File: config.mk
export PLATFORM = sky130hd
export DESIGN_NAME = target_lut_prog_flat
export DESIGN_NICKNAME = d
export VERILOG_FILES = /design/src/rtl/target_lut_prog_if.sv /design/src/rtl/target_lut_prog.sv /design/src/flat_wrapper.sv
export SDC_FILE = /design/constraint.sdc
export NUM_CORES = 1
export LEC_CHECK = 0
export ABC_AREA = 1
export CORE_MARGIN = 3
export CORE_UTILIZATION = 40
export DETAILED_ROUTE_END_ITERATION = 10
export PLACE_DENSITY = 0.68
export SKIP_CTS_REPAIR_TIMING = 1
export SYNTH_ARGS = -nofsm -noshare
export SYNTH_HDL_FRONTEND = slang
export SYNTH_SLANG_ARGS = --single-unit
export TNS_END_PERCENT = 50
File: constraint.sdc
create_clock -name Clk -period 3 [get_ports Clk]
set_clock_uncertainty 0.05 [all_clocks]
set_input_delay 0.45 -clock Clk [delete_from_list [all_inputs] [get_ports Clk]]
set_output_delay 0.45 -clock Clk [all_outputs]
set_load 0.02 [all_outputs]
File: src/rtl/target_lut_prog_if.sv
// Bus between decode/fetch and the branch-target LUT: program, look up, flush.
interface target_lut_prog_if #(
  parameter int unsigned ADDR_W = 4,
  parameter int unsigned TGT_W  = 10,
  parameter int unsigned CNT_W  = 8
);
  logic              Flush;
  logic              WrEn;
  logic [ADDR_W-1:0] WrAddr;
  logic [TGT_W-1:0]  WrData;
  logic              RdEn;
  logic [ADDR_W-1:0] RdAddr;
  logic [TGT_W-1:0]  Target;
  logic              Hit;
  logic              RdValid;
  logic              Busy;
  logic [CNT_W-1:0]  MissCnt;

  modport master (
    output Flush, WrEn, WrAddr, WrData, RdEn, RdAddr,
    input  Target, Hit, RdValid, Busy, MissCnt
  );

  modport slave (
    input  Flush, WrEn, WrAddr, WrData, RdEn, RdAddr,
    output Target, Hit, RdValid, Busy, MissCnt
  );
endinterface

File: src/rtl/target_lut_prog.sv
// Programmable branch-target LUT: jump pointer -> PC target, with valid bits,
// registered lookups, a self-clearing init sequencer and a saturating miss counter.
module target_lut_prog #(
  parameter int unsigned ADDR_W = 4,
  parameter int unsigned TGT_W  = 10,
  parameter int unsigned CNT_W  = 8
) (
  input logic              Clk,
  input logic              Reset,
  target_lut_prog_if.slave bus
);
  localparam int unsigned DEPTH = 2 ** ADDR_W;

  typedef enum logic {ST_INIT, ST_READY} state_t;

  state_t            state, state_next;
  logic [ADDR_W-1:0] init_cnt, init_cnt_next;

  logic [TGT_W-1:0]  tgt_mem [DEPTH];
  logic [DEPTH-1:0]  vld;

  logic              wr_go, rd_go, rd_bypass, rd_hit;
  logic [TGT_W-1:0]  rd_tgt;

  logic [TGT_W-1:0]  target_q;
  logic              hit_q, rd_valid_q;
  logic [CNT_W-1:0]  miss_q;

  // State and init-counter register
  always_ff @(posedge Clk) begin
    if (Reset) begin
      state    <= ST_INIT;
      init_cnt <= '0;
    end else begin
      state    <= state_next;
      init_cnt <= init_cnt_next;
    end
  end

  // Next-state logic and operation qualification
  always_comb begin
    state_next    = state;
    init_cnt_next = init_cnt;
    wr_go         = 1'b0;
    rd_go         = 1'b0;
    if (bus.Flush) begin
      state_next    = ST_INIT;
      init_cnt_next = '0;
    end else begin
      case (state)
        ST_INIT: begin
          init_cnt_next = init_cnt + 1'b1;
          if (init_cnt == ADDR_W'(DEPTH - 1)) state_next = ST_READY;
        end
        ST_READY: begin
          wr_go = bus.WrEn;
          rd_go = bus.RdEn;
        end
        default: state_next = ST_INIT;
      endcase
    end
  end

  // Lookup data, write-first when a write targets the entry being read
  always_comb begin
    rd_bypass = wr_go && (bus.WrAddr == bus.RdAddr);
    rd_hit    = rd_bypass || vld[bus.RdAddr];
    if (rd_bypass)             rd_tgt = bus.WrData;
    else if (vld[bus.RdAddr])  rd_tgt = tgt_mem[bus.RdAddr];
    else                       rd_tgt = '0;
  end

  // Entry storage: cleared one entry per cycle during init, written when ready
  always_ff @(posedge Clk) begin
    if (!Reset) begin
      if (state == ST_INIT && !bus.Flush) begin
        tgt_mem[init_cnt] <= '0;
        vld[init_cnt]     <= 1'b0;
      end else if (wr_go) begin
        tgt_mem[bus.WrAddr] <= bus.WrData;
        vld[bus.WrAddr]     <= 1'b1;
      end
    end
  end

  // Registered lookup result and saturating miss counter
  always_ff @(posedge Clk) begin
    if (Reset) begin
      target_q   <= '0;
      hit_q      <= 1'b0;
      rd_valid_q <= 1'b0;
      miss_q     <= '0;
    end else begin
      rd_valid_q <= rd_go;
      if (rd_go) begin
        target_q <= rd_tgt;
        hit_q    <= rd_hit;
      end
      if (bus.Flush)                            miss_q <= '0;
      else if (rd_go && !rd_hit && miss_q != '1) miss_q <= miss_q + 1'b1;
    end
  end

  assign bus.Target  = target_q;
  assign bus.Hit     = hit_q;
  assign bus.RdValid = rd_valid_q;
  assign bus.Busy    = (state == ST_INIT);
  assign bus.MissCnt = miss_q;
endmodule

File: src/flat_wrapper.sv
// flat-port wrapper written by rule: the top's interface ports become plain ports
module target_lut_prog_flat 
#(
  parameter int unsigned ADDR_W = 4,
  parameter int unsigned TGT_W  = 10,
  parameter int unsigned CNT_W  = 8
)
  (Clk, Reset, bus_Flush, bus_WrEn, bus_WrAddr, bus_WrData, bus_RdEn, bus_RdAddr, bus_Target, bus_Hit, bus_RdValid, bus_Busy, bus_MissCnt);
  target_lut_prog_if #(.ADDR_W(ADDR_W), .TGT_W(TGT_W), .CNT_W(CNT_W)) bus_i ();
  input logic Clk;
  input logic Reset;
  input wire logic [$bits(bus_i.Flush)-1:0] bus_Flush;
  input wire logic [$bits(bus_i.WrEn)-1:0] bus_WrEn;
  input wire logic [$bits(bus_i.WrAddr)-1:0] bus_WrAddr;
  input wire logic [$bits(bus_i.WrData)-1:0] bus_WrData;
  input wire logic [$bits(bus_i.RdEn)-1:0] bus_RdEn;
  input wire logic [$bits(bus_i.RdAddr)-1:0] bus_RdAddr;
  output wire logic [$bits(bus_i.Target)-1:0] bus_Target;
  output wire logic [$bits(bus_i.Hit)-1:0] bus_Hit;
  output wire logic [$bits(bus_i.RdValid)-1:0] bus_RdValid;
  output wire logic [$bits(bus_i.Busy)-1:0] bus_Busy;
  output wire logic [$bits(bus_i.MissCnt)-1:0] bus_MissCnt;
  assign bus_i.Flush = bus_Flush;
  assign bus_i.WrEn = bus_WrEn;
  assign bus_i.WrAddr = bus_WrAddr;
  assign bus_i.WrData = bus_WrData;
  assign bus_i.RdEn = bus_RdEn;
  assign bus_i.RdAddr = bus_RdAddr;
  assign bus_Target = bus_i.Target;
  assign bus_Hit = bus_i.Hit;
  assign bus_RdValid = bus_i.RdValid;
  assign bus_Busy = bus_i.Busy;
  assign bus_MissCnt = bus_i.MissCnt;
  target_lut_prog #(.ADDR_W(ADDR_W), .TGT_W(TGT_W), .CNT_W(CNT_W)) u_core (.Clk(Clk), .Reset(Reset), .bus(bus_i));
endmodule
# Yosys cells after proc, flatten, opt, wreduce, memory -nomap -nowiden
# Memories as Yosys holds them, arrays and structs flattened.
# Index checks and enable logic that the tools add are counted.
op_classes:
  add_sub_neg: 2
  multipliers: 0
  div_mod_pow: 0
  magnitude_cmp: 5
  n_eq_ne: 3
  shift: 0
  muxes: 26
  bitwise: 5
  reduce_logical: 13
ops:
  columns: ["op", "count"]
  rows:
  - ["16-bit two-way mux", 2]
  - ["10-bit two-way mux", 3]
  - ["1-bit two-way mux", 17]
  - ["16-bit AND", 1]
  - ["16-bit NOT", 1]
  - ["16-bit OR", 1]
  - ["4-bit by 5-bit < comparator with 1-bit output (second input constant)", 3]
  - ["10-bit OR reduction", 1]
  - ["8-bit by 1-bit adder with 8-bit output (second input constant)", 1]
  - ["1-bit demux with 4-bit select", 2]
  - ["4-bit by 1-bit greater-or-equal comparator with 1-bit output (second input constant)", 2]
  - ["8-bit inequality test (second input constant)", 1]
  - ["1-bit logical AND", 6]
  - ["4-bit by 1-bit adder with 4-bit output (second input constant)", 1]
  - ["1-bit binary-select mux with 4-bit select", 1]
  - ["4-bit == test", 1]
  - ["4-bit == test (second input constant)", 1]
  - ["4-bit two-way mux", 1]
  - ["1-bit logical NOT", 2]
  - ["1-bit NOT", 2]
  - ["2-bit AND reduction", 1]
  - ["2-bit nonzero test", 1]
  - ["2-bit OR reduction", 1]
  - ["1-bit logical OR", 1]
word_totals:
  register_bits: 41
  latchBits: 0
  mem_bits_rw: 160
  romBits: 0
  in_bits: 23
  word_cells: 62
  n_memories: 1
memory_table:
  columns: ["memory", "depth", "word_bits", "read_ports", "rd_clocked_by_memory_dff", "wr", "line", "text"]
  rows:
  - ["u_core.tgt_mem", 16, 10, 1, 0, 1, "target_lut_prog.sv:19", "logic [TGT_W-1:0] tgt_mem [DEPTH];"]

# Longest topological paths before layout
# Gate-level depths: netlist of run 1.
depth:
  ltp_word: 8
  mapped_depth: 12
  depth_no_buf: 10

# Worst setup path before layout of run 1
# OpenSTA, ideal clock, no wires.
synth_timing:
  path_type: "input -> register"
  start: "input port bus_Flush"
  end: "memory u_core.tgt_mem[10][0], enable pin"
  setup_time_ps: 376
  t_arrival_ps: 2518
  path_slack_ps: 55
  stages: 5
  path_buffers: 0
  path_cell_list: "nor2_4 > inv_1 > a21oi_1 > nand3b_1 > nor2_1"
synth_between:
  elab_chain_len: 7
  elab_cells_between_ends: 13
synth_lines:
  columns: ["element", "line", "text"]
  rows:
  - ["start: declaration", "flat_wrapper.sv:12", "input wire logic [$bits(bus_i.Flush)-1:0] bus_Flush;"]
  - ["1-bit two-way mux or 1-bit logical NOT (tied branches)", "target_lut_prog.sv:46, target_lut_prog.sv:76", null]
  - ["1-bit two-way mux or 1-bit logical AND (tied branches)", "target_lut_prog.sv:79, target_lut_prog.sv:76", null]
  - ["1-bit two-way mux", "target_lut_prog.sv:76", "if (state == ST_INIT && !bus.Flush) begin"]
  - ["1-bit two-way mux", "target_lut_prog.sv:75", "if (!Reset) begin"]
  - ["1-bit two-way mux (implied by the code)", "target_lut_prog.sv:80", "tgt_mem[bus.WrAddr] <= bus.WrData;"]
  - ["10-bit OR reduction (no source line)", null, null]
  - ["4-bit two-way mux (no source line) or 1-bit two-way mux (tied branches)", null, null]
  - ["end: declaration", "target_lut_prog.sv:19", null]
# Parallel ways exist; a longest one is shown, timed or not.

# Final worst setup path of run 1
layout_timing:
  start: "register u_core.state"
  end: "memory u_core.tgt_mem[15][5], enable pin"
layout_between:
  elab_chain_len: 8
  elab_cells_between_ends: 14
layout_lines:
  columns: ["element", "line", "text"]
  rows:
  - ["start: declaration", "target_lut_prog.sv:16", "state_t state, state_next;"]
  - ["start signal: assignment", "target_lut_prog.sv:35", "state <= state_next;"]
  - ["1-bit two-way mux", "target_lut_prog.sv:50", "case (state)"]
  - ["1-bit two-way mux", "target_lut_prog.sv:46", "if (bus.Flush) begin"]
  - ["1-bit two-way mux", "target_lut_prog.sv:79", "end else if (wr_go) begin"]
  - ["1-bit two-way mux", "target_lut_prog.sv:76", null]
  - ["1-bit two-way mux", "target_lut_prog.sv:75", null]
  - ["1-bit two-way mux (implied by the code)", "target_lut_prog.sv:80", null]
  - ["10-bit OR reduction (no source line)", null, null]
  - ["4-bit two-way mux (no source line) or 1-bit two-way mux (tied branches)", null, null]
# Parallel ways exist; a longest one is shown, timed or not.

==> results of run 1 <==
synth_stat cells (all sizes together):
master	instances	share of area
o21ai	127	0.070
nor2	175	0.075
clkbuf	21	0.0087
nand4	1	0.00069
xnor2	3	0.0029
a31oi	6	0.0042
edfxtp	176	0.59
nand3	89	0.051
nor3	4	0.0035
a22oi	1	0.00083
o211ai	11	0.0092
ha	5	0.0069
dfxtp	25	0.056
a211oi	1	0.00083
nor3b	1	0.00083
inv	84	0.035
nand3b	2	0.0017
a21oi	47	0.028
buf	25	0.022
nand2	84	0.036
final cells by class:
type                    instances  share of cell area
flip-flops and latches        201               0.545
multi-input cells             557               0.249
repair buffers                 84              0.0716
clock buffers                  30              0.0594
well taps                     280              0.0330
inverters                      84              0.0297
clock inverters                10              0.0128
critical path: cells and delay by family, from the launching register on:
kind            cells  cell delay [ns]
compound gates      1             0.29
buf+inv             2             0.33
flops               1             0.51
simple gates        4             0.79
per-stage QoR:
step           hold slack, ns  cells  instance area, sq um  setup slack (ns)  total power [mW]
4_1_cts                 0.480   1246                 10600             0.769              6.24
2_1_floorplan           0.445    888                  9020            0.0553              3.34
5_1_grt                 0.499   1246                 10600             0.531              6.40
6_report                0.475   1246                 10600             0.718              6.20
3_3_place_gp            0.449   1206                  9850             0.395              3.46
3_5_place_dp            0.454   1206                  9850             0.371              3.47
metal layers:
metal  global-route usage  vias up
met2                0.290      278
met4               0.0504        0
met5                    0        -
met1                0.266     3087
met3               0.0297       41
li1                     -     3177
layout by cell type, fill, tap and decap left out, types with 3 or more instances in the layout:
cell               n
nand2_2            3
edfxtp_1         176
inv_1             81
buf_4             40
inv_2              3
o21ai_0          103
a21oi_2            6
o211ai_1          11
clkdlybuf4s50_1   42
dfxtp_1           25
bufinv_16          3
ha_1               5
nand2_1           81
clkbuf_1           3
nor2_1           170
clkinv_1           3
o21ai_1           24
nand3_1           86
nand3_2            3
a31oi_1            6
clkbuf_8           5
nor2_2             3
xnor2_1            3
a21oi_1           41
nor3_1             3
clkbuf_16         22
state kept, by name, indices dropped and copies added (netlist names):
| register | cells |
|---|---|
| u_core.init_cnt | 4 |
| u_core.bus.Target | 10 |
| u_core.vld | 16 |
| u_core.bus.Hit | 1 |
| u_core.bus.MissCnt | 8 |
| u_core.state | 1 |
| u_core.tgt_mem | 160 |
| u_core.bus.RdValid | 1 |
how the worst max path moves through the flow:
stage                      start                     to
CTS                 u_core.state   u_core.tgt_mem[5][4]
detailed placement     bus_Flush  u_core.tgt_mem[10][1]
floorplan              bus_Flush  u_core.tgt_mem[10][0]
global placement       bus_Flush  u_core.tgt_mem[10][2]
finish              u_core.state  u_core.tgt_mem[15][5]
global route        u_core.state  u_core.tgt_mem[12][9]
logic make-up (layout without fill, tap and decap cells):
group	after synthesis	count (layout)	synth area share
simple gates	356	356	0.169
flops	201	201	0.642
compound gates	193	193	0.114
buf+inv	130	208	0.0660
fa+ha+maj	5	5	0.00694
xor+xnor	3	3	0.00291
where the power goes:
part           internal (mW)  switching, mW
registers               3.02        0.00982
clock network           1.73           1.06
logic                  0.128          0.254
==> metrics.md, run 1 <==
| Metric | Value |
|---|---|
| Status | complete, no violations |
| Core Region | 22000 sq um |
| Layout area overhead | 17.8% |
| CTS tree | done |
| Post-Route WL | 22.5 mm |
| Hold Path Origin | u_core.bus.Hit |
| First-pass GRT wire length | 35.2 mm |
| Setup total negative slack | 0 ns |
| RSZ-0062 raised after global routing | no |
| Die area | 24400 sq um |
| WHS Path Cells | 2 |
| Maximum capacitance violations | 0 |
| Leakage | 4.19 nW |
| Relative slew margins | 0.558 |
| Final Hold Violating Endpoints | 0 |
| Peak supply drop | 0.000277 V |
| CP Data Required Time | 3.14 ns |
| Crit path time final | 2.28 ns |
| Synth Register Bits | 201 |
| GRT Overall Usage | 0.184 |
| Via-per-instance ratio | 5.28 |
| Met2 WL post-DR | 10.2 mm |
| Hold Path Class | reg -> reg |
| Vias in the first global route | 6304 |
| PortBufs | 43 |
| Share of cells above drive strength 1 | 0.100 |
| Drt wl/cell | 18.1 microns |
| Final Max Slew Viols | 0 |
| Syn Nets | 916 |
| Worst slew pin tran | 0.662 ns |
| Router iterations before antenna repair | 5 |
| DP HPWL | 14.8 mm |
| DRT iter0 DRCs | 782 |
| Synth warn | 0 |
| GRT overflow | 0 |
| Crit-path slowest cell | dfxtp_1 |
| Number of distinct library cells after synthesis | 32 |
| WS Path Type | reg -> reg |
| Fmax | 0.438 GHz |
| Multi-input gate area | 2640 sq um |
| Largest net degree at the start of global routing | 110 |
| Residual DRC | 0 |
| Site Rows | 54 |
| Num CTS Buffers | 22 |
| Storage element area | 5790 sq um |
| Nets | 978 |
| Clock sink count | 201 |
| Cell Pwr Density | 584 nW/um^2 |
| Chip width | 156 microns |
| CP cell instances | inv_2 > nor3_4 > nand2_2 > o21ai_1 > nand2_1 > nor2_1 > buf_4 |
| Die Height | 156 microns |
| Number of diodes | 0 |
| CP max stage delay | 0.51 ns |
| Antenna violations before repair | 0 |
| Later-pin clock latency in the skew report | 0.51 ns |
| Max layer used | met4 |
| CP Launch Type | flop |
| Crit path DAT | 2.43 ns |
| Met1 WL | 10.1 mm |
| R2R depth | 7 |
| Period utilization | 0.761 |
| Reg clk slew, reported paths | 0.06 ns |
| Synthesized area per cell | 10.2 sq um |
| Mapped Cells | 888 |
| Reg2reg end | u_core.tgt_mem[15][5] |
| Root buf cell | clkbuf_16 |
| Routed vias | 6583 |
| Worst Setup End Kind | flop |
| Cell Area, Synth | 9020 sq um |
| Final setup violation count | 0 |
| Max Fanout on Critical Path | 10 |
| Seq/Total Area, Yosys | 0.642 |
| I/O pins | 44 |
| # H-tree levels | 1 |
| Fillers | 1949 |
| Reg2reg start | u_core.state |
| Starting Density | 0.411 |
| Antenna-violating nets left | 0 |
| Final core area utilization | 0.484 |
| DR WL met3 | 1.65 mm |
| R2r setup slk | 0.72 ns |
| Placer Congestion | 0.881 |
| Worst Hold Path EP | u_core.bus.Hit |
| Worst-case clock buffer depth | 3 |
No activity file was read; power rests on OpenSTA's default activity.
==> run 2, diff against run 1 <==
--- a/config.mk
+++ b/config.mk
@@ -9,7 +9,7 @@
 export CORE_MARGIN = 3
 export CORE_UTILIZATION = 40
 export DETAILED_ROUTE_END_ITERATION = 10
-export PLACE_DENSITY = 0.68
+export PLACE_DENSITY = 0.66
 export SKIP_CTS_REPAIR_TIMING = 1
 export SYNTH_ARGS = -nofsm -noshare
 export SYNTH_HDL_FRONTEND = slang
==> constraint.sdc (replaced) <==
create_clock -name Clk -period 2.3 [get_ports Clk]
set_clock_uncertainty 0.05 [all_clocks]
set_input_delay 0.345 -clock Clk [delete_from_list [all_inputs] [get_ports Clk]]
set_output_delay 0.345 -clock Clk [all_outputs]
set_load 0.02 [all_outputs]
==> metrics.md, run 2 (synthesized netlist as in run 1, its figures left out) <==
| Metric | Value |
|---|---|
| DRT iter0 DRCs | 817 |
| GRT Overall Usage | 0.186 |
| Final Max Slew Viols | 0 |
| GRT overflow | 0 |
| CP Launch Type | flop |
| Die Height | 156 microns |
| CP max stage delay | 0.34 ns |
| Core Region | 22000 sq um |
| CP delay by family, top | simple AND/OR/NAND/NOR gates |
| DP HPWL | 15.1 mm |
| # H-tree levels | 1 |
| Worst Setup End Kind | flop |
| Largest register FFs | 160 |
| I/O pins | 44 |
| Crit path time final | 2.00 ns |
| Layout area overhead | 20.2% |
| Num CTS Buffers | 21 |
| Via-per-instance ratio | 5.30 |
| Share of cells above drive strength 1 | 0.115 |
| Largest register by flop count | u_core.tgt_mem |
| Fmax | 0.500 GHz |
| Leakage | 4.28 nW |
| Worst-case clock buffer depth | 3 |
| Residual DRC | 0 |
| Die area | 24400 sq um |
| CP Data Required Time | 2.45 ns |
| Status | complete, no violations |
| Final core area utilization | 0.494 |
| Final setup violation count | 0 |
| Max Fanout on Critical Path | 10 |
| Vias in the first global route | 6366 |
| Router iterations before antenna repair | 5 |
| Root buf cell | clkbuf_16 |
| Hold Path Class | reg -> reg |
| Placer Congestion | 0.903 |
| CTS tree | done |
| Final Hold Violating Endpoints | 0 |
| Antenna-violating nets left | 0 |
| Chip width | 156 microns |
| Maximum capacitance violations | 0 |
| Setup total negative slack | 0 ns |
| Cell Pwr Density | 739 nW/um^2 |
| Crit path DAT | 2.15 ns |
| Peak supply drop | 0.000433 V |
| Reg clk slew, reported paths | 0.06 ns |
| CP cell instances | inv_2 > nor3_4 > nand2_2 > o21ai_1 > nand2_1 > nor2_1 > buf_4 |
| First-pass GRT wire length | 35.8 mm |
| Nets | 994 |
| Site Rows | 54 |
| Worst slew pin tran | 0.388 ns |
| WS Path Type | reg -> reg |
| PortBufs | 43 |
| Routed vias | 6685 |
| RSZ-0062 raised after global routing | no |
| Fin Hold WS | 0.464 ns |
| Commonest non-fill, non-tap cell in the layout | edfxtp_1 |
| Starting Density | 0.411 |
| Drt wl/cell | 18.1 microns |
| Clock sink count | 201 |
| Antenna violations before repair | 0 |
| Later-pin clock latency in the skew report | 0.51 ns |
| Largest net degree at the start of global routing | 80 |
| Number of diodes | 0 |
| Post-Route WL | 22.8 mm |
| Tot Pwr | 8.01 mW |
| Period utilization | 0.869 |
| Most frequent cells in the layout | edfxtp_1, nor2_1, o21ai_0 |
| Crit-path slowest cell | dfxtp_1 |
| Worst Path Buf+Inv | 2 |
| Relative slew margins | 0.740 |
==> run 2: changes by cell type in the layout (fill, tap and decap cells not counted), sizes merged <==
cell,delta
bufinv,+1
clkinvlp,+2
clkbuf,-8
buf,+17
inv,+1
clkinv,+2
==> run 2: final cells by class <==
cell class / instances / area [sq um]
Clock buffer: 22 / 529
Tap cell: 280 / 350
Multi-Input combinational cell: 557 / 2650
Clock inverter: 16 / 185
Timing Repair Buffer: 101 / 1030
Inverter: 84 / 315
Sequential cell: 201 / 5790
Fill cell: 1929 / 11100
==> run 2: path summary, 6_finish.rpt <==
kind	start	to	slack, ns	depth (start not counted)
max	u_core.state	u_core.tgt_mem[15][3]	0.30	7
min	u_core.bus.Hit	u_core.bus.Hit	0.46	2
max reg2reg	u_core.state	u_core.tgt_mem[15][3]	0.30	7
min reg2reg	u_core.bus.Hit	u_core.bus.Hit	0.46	2
==> run 2: per-layer routing <==
layer  routed length, microns  GRT usage
met5                        0          0
met3                     1810     0.0264
met1                    10200      0.274
met2                    10300      0.294
met4                      514     0.0409
==> run 2: worst reg2reg max path, delay by kind of cell, from the launching register on <==
kind	cells	cell delay [ns]
AOI/OAI and AO/OA	1	0.28
and+or+nand+nor	4	0.75
buffers and inverters	2	0.29
DFF	1	0.34
==> run 2: report_power, final <==
| part | total, mW | switching, mW | leakage, nW | internal (mW) |
|---|---|---|---|---|
| logic | 0.523 | 0.334 | 1.83 | 0.189 |
| clock network | 3.53 | 1.41 | 0.347 | 2.12 |
| registers | 3.95 | 0.0127 | 2.11 | 3.94 |
| total | 8.01 | 1.76 | 4.28 | 6.25 |
==> run 2: stage by stage <==
| stage | cell area (sq um) | std cells | worst slack (ns) |
|---|---|---|---|
| finish | 10800 | 1261 | 0.301 |
| CTS | 10800 | 1261 | 0.305 |
| floorplan | 9030 | 888 | 0.134 |
| global route | 10800 | 1261 | 0.139 |
| global placement | 10100 | 1223 | -0.0610 |
| detailed placement | 10100 | 1223 | -0.110 |
==> run 3, diff against run 2 <==
--- a/config.mk
+++ b/config.mk
@@ -7,9 +7,9 @@
 export LEC_CHECK = 0
 export ABC_AREA = 1
 export CORE_MARGIN = 3
-export CORE_UTILIZATION = 40
+export CORE_UTILIZATION = 30
 export DETAILED_ROUTE_END_ITERATION = 10
-export PLACE_DENSITY = 0.66
+export PLACE_DENSITY = 0.54
 export SKIP_CTS_REPAIR_TIMING = 1
 export SYNTH_ARGS = -nofsm -noshare
 export SYNTH_HDL_FRONTEND = slang
==> metrics.md, run 3 (synthesized netlist as in run 1, its figures left out) <==
| Metric | Value |
|---|---|
| Status | complete, no violations |
| Placer Congestion | 0.862 |
| Nets | 1005 |
| Largest net degree at the start of global routing | 68 |
| Combinational share of power | 0.067 |
| CP Data Required Time | 2.47 ns |
| Worst setup margin | 0.271 ns |
| Vias in the first global route | 6386 |
| Leakage | 4.33 nW |
| CP cell instances | inv_2 > nor3_4 > nand2_2 > o21ai_1 > nand3_1 > nor2_1 > buf_4 |
| Antenna violations before repair | 0 |
| Worst Path Buf+Inv | 2 |
| Top Usage Layer GRT | met2 |
| CP Launch Type | flop |
| Crit path DAT | 2.20 ns |
| Met3 GRT Util | 0.0284 |
| Routed vias | 6637 |
| Largest register FFs | 160 |
| Most frequent cells in the layout | edfxtp_1, nor2_1, o21ai_0 |
| Site Rows | 62 |
| PortBufs | 43 |
| Largest register by flop count | u_core.tgt_mem |
| Tot Pwr | 8.03 mW |
| Antenna-violating nets left | 0 |
| Drt wl/cell | 17.5 microns |
| Residual DRC | 0 |
| Num CTS Buffers | 23 |
| Cell Pwr Density | 727 nW/um^2 |
| Die Height | 179 microns |
| Share of cells above drive strength 1 | 0.124 |
| Number of diodes | 0 |
| Root buf cell | clkbuf_16 |
| Final Hold Violating Endpoints | 0 |
| Period utilization | 0.882 |
| Relative slew margins | 0.748 |
| Starting Density | 0.309 |
| Fmax | 0.493 GHz |
| DP HPWL | 16.4 mm |
| Met2 Track Usage GR | 0.244 |
| Maximum capacitance violations | 0 |
| Crit-path slowest cell | dfxtp_1 |
| Chip width | 179 microns |
| WS Path Type | reg -> reg |
| # H-tree levels | 1 |
| Worst slew pin tran | 0.376 ns |
| Final setup violation count | 0 |
| CP delay by family, top | simple AND/OR/NAND/NOR gates |
| Hold Path Class | reg -> reg |
| DRT iter0 DRCs | 474 |
| Via-per-instance ratio | 4.82 |
| Commonest non-fill, non-tap cell in the layout | edfxtp_1 |
| First-pass GRT wire length | 36.6 mm |
| Pint | 6.21 mW |
| Clock sink count | 201 |
| Clk pwr share | 0.440 |
| Worst-case clock buffer depth | 3 |
| CTS tree | done |
| Final non-filler cell area | 11100 sq um |
| RSZ-0062 raised after global routing | no |
| Later-pin clock latency in the skew report | 0.52 ns |
| Router iterations before antenna repair | 5 |
| GRT met1 Usage | 0.203 |
| GRT overflow | 0 |
| Peak supply drop | 0.000382 V |
| GRT Overall Usage | 0.149 |
| Reg clk slew, reported paths | 0.06 ns |
| Max Fanout on Critical Path | 9 |
| Cell Area, Placed | 10300 sq um |
| Power share of the sequential group | 0.492 |
| NetSw | 1.82 mW |
| Fin Hold WS | 0.460 ns |
| Layout area overhead | 22.6% |
| Switching Share | 0.226 |
| Final Max Slew Viols | 0 |
| Worst Setup End Kind | flop |
| Crit path time final | 2.03 ns |
| Die area | 32200 sq um |
| CP max stage delay | 0.34 ns |
| I/O pins | 44 |
| Dpl ws | -0.120 ns |
| Core Region | 29200 sq um |
| Post-Route WL | 24.1 mm |
| Setup total negative slack | 0 ns |
[run 3: changes by cell type in the layout (fill, tap and decap cells not counted), sizes merged]
cell	change
buf	+9
bufinv	-2
clkinvlp	+1
clkbuf	+4
clkinv	+1
[run 3: path summary, 6_finish.rpt]
kind / to / from / slack (ns) / depth (start not counted)
max: u_core.tgt_mem[13][7] / u_core.state / 0.27 / 7
min: u_core.bus.Hit / u_core.bus.Hit / 0.46 / 2
max reg2reg: u_core.tgt_mem[13][7] / u_core.state / 0.27 / 7
min reg2reg: u_core.bus.Hit / u_core.bus.Hit / 0.46 / 2
[run 3: worst register-to-register path, stage by stage (launching register included)]
cell and delay [ns]:
dfxtp_1 0.34, inv_2 0.08, nor3_4 0.19, nand2_2 0.17, o21ai_1 0.31, nand3_1 0.22, nor2_1 0.18, buf_4 0.20
[run 3: through the flow]
stage,util,instances
final,0.379,1378
after global routing,0.379,1378
after CTS,0.379,1378
after detailed placement,0.354,1336
after global placement,0.354,1336
after floorplan,-,888
[run 3: area by class of cell]
cell class | instances | area (sq um)
repair buffers | 110 | 1090
multi-input cells | 557 | 2650
clock inverters | 16 | 146
well taps | 384 | 480
fillers | 2891 | 18100
flip-flops and latches | 201 | 5790
clock buffers | 26 | 587
inverters | 84 | 315
[run 3: layer usage]
metal,part of all wire,routed length (microns),up-vias
li1,-,-,3233
met1,0.45,10800,3159
met2,0.46,11200,199
met3,0.062,1490,46
met4,0.025,611,0
met5,0,0,-
[run 3: power groups by stage]
stage,Sequential [mW],Clock [mW],Combinational [mW]
global placement,4.03,0,0.537
floorplan,4.03,0,0.332
finish,3.95,3.54,0.542
detailed placement,4.03,0,0.539
CTS,3.95,3.62,0.542
global route,3.95,3.78,0.598
